`src/rtl/fp_pkg.sv`:
```
// Shared types and constants for the BLS12-381 base-field arithmetic units.
package fp_pkg;

  localparam int DATA_W    = 381;
  localparam int LIMB_W    = 64;
  localparam int NUM_LIMBS = (DATA_W + LIMB_W - 1) / LIMB_W;
  localparam int EXT_W     = NUM_LIMBS * LIMB_W;
  localparam int IDX_W     = $clog2(NUM_LIMBS);

  typedef logic [DATA_W-1:0] fp_t;
  typedef logic [LIMB_W-1:0] limb_t;
  typedef logic [EXT_W-1:0]  ext_t;
  typedef logic [IDX_W-1:0]  idx_t;

  localparam fp_t MODULUS = 381'h1a0111ea397fe69a4b1ba7b6434bacd764774b84f38512bf6730d2a0f6b0f6241eabfffeb153ffffb9feffffffffaaab;

  typedef enum logic [1:0] {
    IDLE = 2'd0,
    SUB  = 2'd1,
    CORR = 2'd2,
    DONE = 2'd3
  } sub_state_e;

  function automatic limb_t modulus_limb(input idx_t i);
    ext_t m;
    m = ext_t'(MODULUS);
    return limb_t'(m >> (LIMB_W * i));
  endfunction

endpackage

```
`src/rtl/fp_mod_sub_seq_limb_addsub.sv`:
```
// One-limb adder/subtractor with carry (add) or borrow (sub) in and out.
module limb_addsub
  import fp_pkg::*;
(
  input  logic  sub,
  input  limb_t x,
  input  limb_t y,
  input  logic  cin,
  output limb_t res,
  output logic  cout
);

  logic [LIMB_W:0] sum_s;
  limb_t           y_eff_s;
  logic            c_eff_s;

  // x - y - bin is x + ~y + !bin; the borrow out is the inverted carry
  always_comb begin
    if (sub) begin
      y_eff_s = ~y;
      c_eff_s = ~cin;
    end else begin
      y_eff_s = y;
      c_eff_s = cin;
    end
    sum_s = {1'b0, x} + {1'b0, y_eff_s} + {{LIMB_W{1'b0}}, c_eff_s};
    res   = sum_s[LIMB_W-1:0];
    if (sub) begin
      cout = ~sum_s[LIMB_W];
    end else begin
      cout = sum_s[LIMB_W];
    end
  end

endmodule

```
`src/rtl/fp_mod_sub_seq.sv`:
```
// Limb-serial (a - b) mod p: one subtract pass, then an optional +p pass
// when the difference underflows, both through a single shared limb datapath.
module fp_mod_sub_seq
  import fp_pkg::*;
(
  input  logic              clk,
  input  logic              rst,
  input  logic              in_valid,
  output logic              in_ready,
  input  logic [DATA_W-1:0] a,
  input  logic [DATA_W-1:0] b,
  output logic              out_valid,
  input  logic              out_ready,
  output logic [DATA_W-1:0] r,
  output logic              corr
);

  localparam idx_t LAST_IDX = idx_t'(NUM_LIMBS - 1);

  sub_state_e state_q, state_d;
  idx_t       idx_q, idx_d;
  ext_t       a_q, a_d;
  ext_t       b_q, b_d;
  ext_t       r_q, r_d;
  logic       cy_q, cy_d;
  logic       corr_q, corr_d;
  logic       in_ready_q, in_ready_d;
  logic       out_valid_q, out_valid_d;

  logic  au_sub;
  limb_t au_x;
  limb_t au_y;
  limb_t au_res;
  logic  au_cout;

  limb_addsub u_limb (
    .sub  (au_sub),
    .x    (au_x),
    .y    (au_y),
    .cin  (cy_q),
    .res  (au_res),
    .cout (au_cout)
  );

  // Operands and result are shift registers: the low limb is always the one in flight
  always_comb begin
    state_d = state_q;
    idx_d   = idx_q;
    a_d     = a_q;
    b_d     = b_q;
    r_d     = r_q;
    cy_d    = cy_q;
    corr_d  = corr_q;
    au_sub  = 1'b1;
    au_x    = a_q[LIMB_W-1:0];
    au_y    = b_q[LIMB_W-1:0];

    case (state_q)
      IDLE: begin
        if (in_valid && in_ready_q) begin
          a_d     = ext_t'(a);
          b_d     = ext_t'(b);
          cy_d    = 1'b0;
          idx_d   = '0;
          state_d = SUB;
        end else begin
          state_d = IDLE;
        end
      end
      SUB: begin
        r_d  = {au_res, r_q[EXT_W-1:LIMB_W]};
        a_d  = a_q >> LIMB_W;
        b_d  = b_q >> LIMB_W;
        cy_d = au_cout;
        if (idx_q == LAST_IDX) begin
          idx_d = '0;
          cy_d  = 1'b0;
          if (au_cout) begin
            state_d = CORR;
          end else begin
            corr_d  = 1'b0;
            state_d = DONE;
          end
        end else begin
          idx_d = idx_q + idx_t'(1);
        end
      end
      CORR: begin
        au_sub = 1'b0;
        au_x   = r_q[LIMB_W-1:0];
        au_y   = modulus_limb(idx_q);
        r_d    = {au_res, r_q[EXT_W-1:LIMB_W]};
        cy_d   = au_cout;
        if (idx_q == LAST_IDX) begin
          // Top carry dropped: the sum wraps mod 2^EXT_W
          idx_d   = '0;
          cy_d    = 1'b0;
          corr_d  = 1'b1;
          state_d = DONE;
        end else begin
          idx_d = idx_q + idx_t'(1);
        end
      end
      DONE: begin
        if (out_ready) begin
          state_d = IDLE;
        end else begin
          state_d = DONE;
        end
      end
      default: begin
        state_d = IDLE;
      end
    endcase

    in_ready_d  = (state_d == IDLE);
    out_valid_d = (state_d == DONE);
  end

  // State, datapath and handshake registers
  always_ff @(posedge clk) begin
    if (rst) begin
      state_q     <= IDLE;
      idx_q       <= '0;
      a_q         <= '0;
      b_q         <= '0;
      r_q         <= '0;
      cy_q        <= 1'b0;
      corr_q      <= 1'b0;
      in_ready_q  <= 1'b1;
      out_valid_q <= 1'b0;
    end else begin
      state_q     <= state_d;
      idx_q       <= idx_d;
      a_q         <= a_d;
      b_q         <= b_d;
      r_q         <= r_d;
      cy_q        <= cy_d;
      corr_q      <= corr_d;
      in_ready_q  <= in_ready_d;
      out_valid_q <= out_valid_d;
    end
  end

  assign in_ready  = in_ready_q;
  assign out_valid = out_valid_q;
  assign r         = r_q[DATA_W-1:0];
  assign corr      = corr_q;

endmodule

```
`config.mk`:
```
export PLATFORM = sky130hd
export DESIGN_NAME = fp_mod_sub_seq
export DESIGN_NICKNAME = d
export VERILOG_FILES = /design/src/rtl/fp_pkg.sv /design/src/rtl/fp_mod_sub_seq_limb_addsub.sv /design/src/rtl/fp_mod_sub_seq.sv
export SDC_FILE = /design/constraint.sdc
export NUM_CORES = 2
export LEC_CHECK = 0
export CAP_MARGIN = 20
export CORE_AREA = 2 2 453 455
export DETAILED_ROUTE_END_ITERATION = 7
export DIE_AREA = 0 0 455 457
export PLACE_DENSITY = 0.48
export SETUP_SLACK_MARGIN = 0.15
export SYNTH_ARGS = -nofsm -noshare
export SYNTH_HDL_FRONTEND = slang
export SYNTH_SLANG_ARGS = --single-unit
```
`constraint.sdc`:
```
create_clock -name clk -period 7.5 [get_ports clk]
set_input_delay 1.125 -clock clk [delete_from_list [all_inputs] [get_ports clk]]
set_output_delay 1.125 -clock clk [all_outputs]
set_load 0.005 [all_outputs]
```
# Word-level counts from Yosys, hierarchy flattened
# Cells that the tools add are included.
totals:
  word_cells: 60
  reg_bits: 1161
  ram_bits: 0
  latchBits: 0
  input_bits: 766
  out_inout_bits: 384
  mem_count: 0
  romBits: 0
classes:
  mux: 25
  eq_ne: 9
  n_addsub: 3
  magnitude_cmp: 0
  shifts: 1
  multipliers: 0
  reduce_logical: 10
  div: 0
  bitwise_logic: 3
ops:
  columns: ["op", "count"]
  rows:
  - ["case mux 384 bit (2 select lines)", 2]
  - ["two-way mux 384 bit", 2]
  - [">> shifter 381 x 9 -> 64 bit, first input constant", 1]
  - ["two-way mux 64 bit", 3]
  - ["adder 64 x 64 -> 65 bit", 1]
  - ["adder 65 x 1 -> 65 bit", 1]
  - ["NOT 64 bit", 1]
  - ["two-way mux 1 bit", 9]
  - ["!= test 2 bit, second input constant", 4]
  - ["case mux 2 bit (4 select lines)", 1]
  - ["== test 2 bit, second input constant", 3]
  - ["two-way mux 2 bit", 3]
  - ["two-way mux 3 bit", 2]
  - ["case mux 3 bit (2 select lines)", 1]
  - ["nonzero test 2 bit", 3]
  - ["logical NOT 2 bit", 2]
  - ["case mux 1 bit (2 select lines)", 2]
  - ["AND reduction 2 bit", 2]
  - ["AND reduction 4 bit", 1]
  - ["adder 3 x 1 -> 3 bit, second input constant", 1]
  - ["== test 3 bit, second input constant", 1]
  - ["== test 2 x 1 -> 1 bit, second input constant", 1]
  - ["NOT 1 bit", 2]
  - ["OR reduction 2 bit", 1]
  - ["logical AND 1 bit", 1]

# Longest topological paths before layout
depth:
  depth_word: 12
  mapped_depth: 19
  depth_no_buf: 19

# By module
# A second synthesis with hierarchy kept.
unflattened:
  hier_cells: 5866
  hier_area_um2: 56046.3
by_module_without_submodules:
  columns: ["mod", "area_each_um2", "n_inst", "cells_per_inst", "seq_area_each_um2"]
  rows:
  - ["fp_mod_sub_seq", 51514.4, 1, 5244, 23122.2]
  - ["limb_addsub", 4531.8, 1, 622, 0.0]

# Least setup slack after synthesis
# Ideal clock, no wire load.
synth_path:
  kind: "register -> register"
  startpoint: "register state_q[0]"
  endpoint: "register in_ready_q, in the netlist in_ready"
  t_arrival_ps: 4298
  path_stages_with_launch: 19
  synth_period_minus_slack_ps: 4410
  setup_time_ps: 112
  n_path_buf: 2
  slack_ps: 3090
  t_required_ps: 7388
  cell_sequence: "dfxtp_1 -> inv_1 -> ha_1 -> clkbuf_1 -> clkbuf_1 -> xnor2_1 -> fa_1 -> inv_1 -> fa_1 -> nand2b_1 -> a21oi_1 -> o2111a_1 -> o21ai_2 -> o21ai_1 -> a41oi_1 -> o21ai_1 -> a31oi_2 -> xnor2_1 -> a2111oi_1"
synth_via:
  elab_chain_len: 12
  word_cells_on_any_way: 18
  classes_between: "add/sub (2); eq/ne (3); mux (9); bitwise (2); reduce/logical (2)"
synth_lines:
  columns: ["element", "line", "rtl"]
  rows:
  - ["start: declaration", "fp_mod_sub_seq.sv:20", "sub_state_e state_q, state_d;"]
  - ["start signal: assignment", "fp_mod_sub_seq.sv:133", "state_q <= state_d;"]
  - ["== test 2 bit", "fp_mod_sub_seq.sv:58", "case (state_q)"]
  - ["two-way mux 64 bit", "fp_mod_sub_seq.sv:58", null]
  - ["NOT 64 bit", "fp_mod_sub_seq_limb_addsub.sv:20", "y_eff_s = ~y;"]
  - ["two-way mux 64 bit", "fp_mod_sub_seq_limb_addsub.sv:19", "if (sub) begin"]
  - ["adder 64 x 64 -> 65 bit", "fp_mod_sub_seq_limb_addsub.sv:26", "sum_s = {1'b0, x} + {1'b0, y_eff_s} + {{LIMB_W{1'b0}}, c_eff_s};"]
  - ["adder 65 x 1 -> 65 bit", "fp_mod_sub_seq_limb_addsub.sv:26", null]
  - ["NOT 1 bit", "fp_mod_sub_seq_limb_addsub.sv:29", "cout = ~sum_s[LIMB_W];"]
  - ["two-way mux 1 bit", "fp_mod_sub_seq_limb_addsub.sv:28", "if (sub) begin"]
  - ["two-way mux 1 bit", "fp_mod_sub_seq.sv:78", "if (au_cout) begin"]
  - ["two-way mux 2 bit", "fp_mod_sub_seq.sv:75", "if (idx_q == LAST_IDX) begin"]
  - ["case mux 2 bit (4 select lines) (*)", "fp_mod_sub_seq.sv:58", null]
  - ["logical NOT 2 bit (*)", "fp_mod_sub_seq.sv:116", "in_ready_d = (state_d == IDLE);"]
  - ["end signal: assignment", "fp_mod_sub_seq.sv:140", "in_ready_q <= in_ready_d;"]
  - ["end: declaration", "fp_mod_sub_seq.sv:27", "logic in_ready_q, in_ready_d;"]
# Mark *: on every way between the ends. The rest lies on a longest branch, timed or not.
# A chain may end at the register's enable or synchronous reset.

# Final worst setup path
# Ends and elaborated chain as after synthesis.

==> reports/results.ini <==
[yosys]
ys_types=68
synth.net_count=6566
synth-edff-count=0
area_share_of_the_leading_cell_type_in_the_synthesized_netlist_pct=43.31
yosys_most_used_dff=sky130_fd_sc_hd__dfxtp_1
syn_area_per_cell_um2=9.329
ys_top_cells_by_count=1182 x sky130_fd_sc_hd__nor2_1, 1155 x sky130_fd_sc_hd__dfxtp_1, 1002 x sky130_fd_sc_hd__mux2i_1
synth-seq-cells=1155
netlist_top_cells_area=sky130_fd_sc_hd__dfxtp_1 43%, sky130_fd_sc_hd__mux2i_1 19%, sky130_fd_sc_hd__a211oi_1 9.0%, sky130_fd_sc_hd__nor2_1 8.3%, sky130_fd_sc_hd__buf_4 5.4%
ys_seq_area_share_pct=43.31
synthCells=5723
netlist_area_mm2=0.05339
async_flop_share_pct=0
post-synth-top-count-cell=sky130_fd_sc_hd__nor2_1
synth.yosys.warnings=0
yosys.area.top_type=sky130_fd_sc_hd__dfxtp_1

[drt]
postRouteAntennaNets=0
drt_iter0_markers=2837
drt_pre_antenna_iters=7
drc=0
wl_per_cell_um=25.51
vias_per_cell=4.722
dr_total_vias=42760
wl_um=231000

[timing]
fin_tns_setup_ns=0
max_slew.worst_pin.slew_ns=1.089
rsz0062_at_grt=no
setup_viol_count_final=0
timing.final.crit_period_ns=5.507
period_utilization_pct=73.42
timing.max_slew.rel_slack_pct=26.62
clock_skew_ns=0.04990
final_max_slew_viol_count=0
max_freq_mhz=181.6
final_hold_viol_count=0

[critical_path]
critical-path-slowest-cell=sky130_fd_sc_hd__a41oi_1
worst_stage_delay_on_the_critical_path_ns=0.61
critical-path-top-delay-family=compound AO/OA/AOI/OAI gates
cp_cell_sequence=inv_1 -> ha_2 -> inv_1 -> nor2_1 -> a21oi_1 -> ha_1 -> a21o_1 -> a221o_1 -> o21ai_2 -> o21ai_1 -> a41oi_1 -> o21ai_1 -> a31oi_2 -> xnor2_1 -> a2111oi_1
worstSetupStartpointType=flip-flop
worstPathBufferInverterCount=2
worst_ep_required_time_ns=8.18
ws_path_type=reg2reg
worst_setup_path_end_kind=flip-flop
crit_fanout=27
crit_arrival_ns=6.19

[job]
max-cap-violations=0

[clock_network]
number_of_buffers_added_by_the_clock_tree_synthesis_step=143
htree_levels=4
cts_sinks=1155
clock-root-buffer=sky130_fd_sc_hd__clkbuf_16
post_cts_gate_resize_count=0
insertion_delay_ns=0.81
cts.hold.buffers_added=0
max-clock-path-buffers=3
tritoncts_clock_tree=yes
register_clock_pin_slew_on_the_reported_worst_setup_and_hold_paths_ns=0.06
cts.repair_timing.setup_buffer_count=0

[final_layout]
finish.net_count=7068
post-route-util_pct=33.98
finished_cell_area_mm2=0.06910
layout_cell_share_with_drive_strength_beyond_1_pct=5.542
area_growth_syn_to_layout_pct=29.42

[grt]
grt_antenna_before_repair=90
first_global_vias=40920
grt_start_max_net_pins=233
track_usage_pct=21.27
grt_pass1_wl_um=317400
globalRouteOverflowTotal=0

[placed_design]
post_dp_cell_area_mm2=0.06426
routability_cong=0.8919
place_hpwl_um=180000
io_buffers=1149

[floorplan]
coreArea_mm2=0.2033
rows=166
die-height_um=457
top_level_ports=1150
floorplan.initialDensity_pct=26.26
die_area_mm2=0.2079
die_x_um=455

[pwr]
design_power_total_uw=17310
p_leak_uw=0.02462
peakVddDrop_mv=0.2193
power_density_mw_per_mm2=250.5

[worst_hold_path]
min-delay-path-class=reg2reg

[status]
run_status=complete, no violations

==> state kept, by name, summed over array words and instances, names as in the netlist <==
name,flops
idx_q,3
a_q,381
out_valid,1
corr,1
cy_q,1
r_q,384
state_q,2
b_q,381
in_ready,1
==> per-stage QoR <==
stage               worst slack, ns  cells  hold WS [ns]
CTS                           1.992   9022        0.4982
global placement              2.102   8768        0.4771
finish                        1.993   9055        0.4949
global route                  1.542   9048        0.5112
detailed placement            2.020   8768        0.4837
floorplan                     3.090   5723        0.4248
==> final cells by class <==
class	count	area [µm²]
fill	21090	134200
multi-input combinational	3702	25660
sequential	1155	23120
timing repair buffer	1194	12010
clock buffer	199	4051
tap	2688	3363
clock inverter	55	710.7
inverter	29	108.9
antenna	33	82.58
==> cell usage in the layout (no fill, tap or decap), drive strengths merged, types with 31 or more instances in the layout <==
cell type	instances
a21o	31
clkdlybuf4s50	1148
mux2	63
a21oi	119
inv	35
xnor2	33
ha	75
clkbuf	199
mux2i	1002
nand2	97
a211oi	637
buf	46
a22oi	129
clkinv	40
nor2	1182
diode	33
o21ai	93
dfxtp	1155
==> per-layer routing <==
metal	GRT usage, %	part of all wire [%]	vias to the layer above
met2	35.60	48	1219
li1	-	-	21090
met1	26.92	43	20100
met4	7.254	3.3	28
met5	0	0.077	-
met3	4.435	5.5	325
==> final timing paths <==
kind                                  to  cells past startpoint  startpoint  slack (ns)
worst max-delay path            in_ready                     15  state_q[0]        1.99
worst min-delay path            a_q[365]                      2    a_q[365]        0.49
worst max register to register  in_ready                     15  state_q[0]        1.99
worst min register to register  a_q[365]                      2    a_q[365]        0.49
==> kinds of logic after synthesis <==
family	count (synthesis)	share of synthesized area (%)
AND/OR/NAND/NOR	1404	10.49
flip-flops	1155	43.31
AO/OA/AOI/OAI	1098	14.54
multiplexers	1065	20.11
buffers and inverters	866	8.769
adder cells (fa/ha/maj)	77	1.833
XOR/XNOR	58	0.9514
==> worst min-delay path, delay by kind of cell, from the launching register on <==
family	cells	cell delay, ns
compound gates	1	0.06
flops	1	0.32
simple gates	1	0.08
==> power by group <==
part | internal [µW] | switching [µW]
sequential | 6600 | 439
clock | 4120 | 2950
combinational | 1430 | 1770
Power figures use the tool's default switching activity.
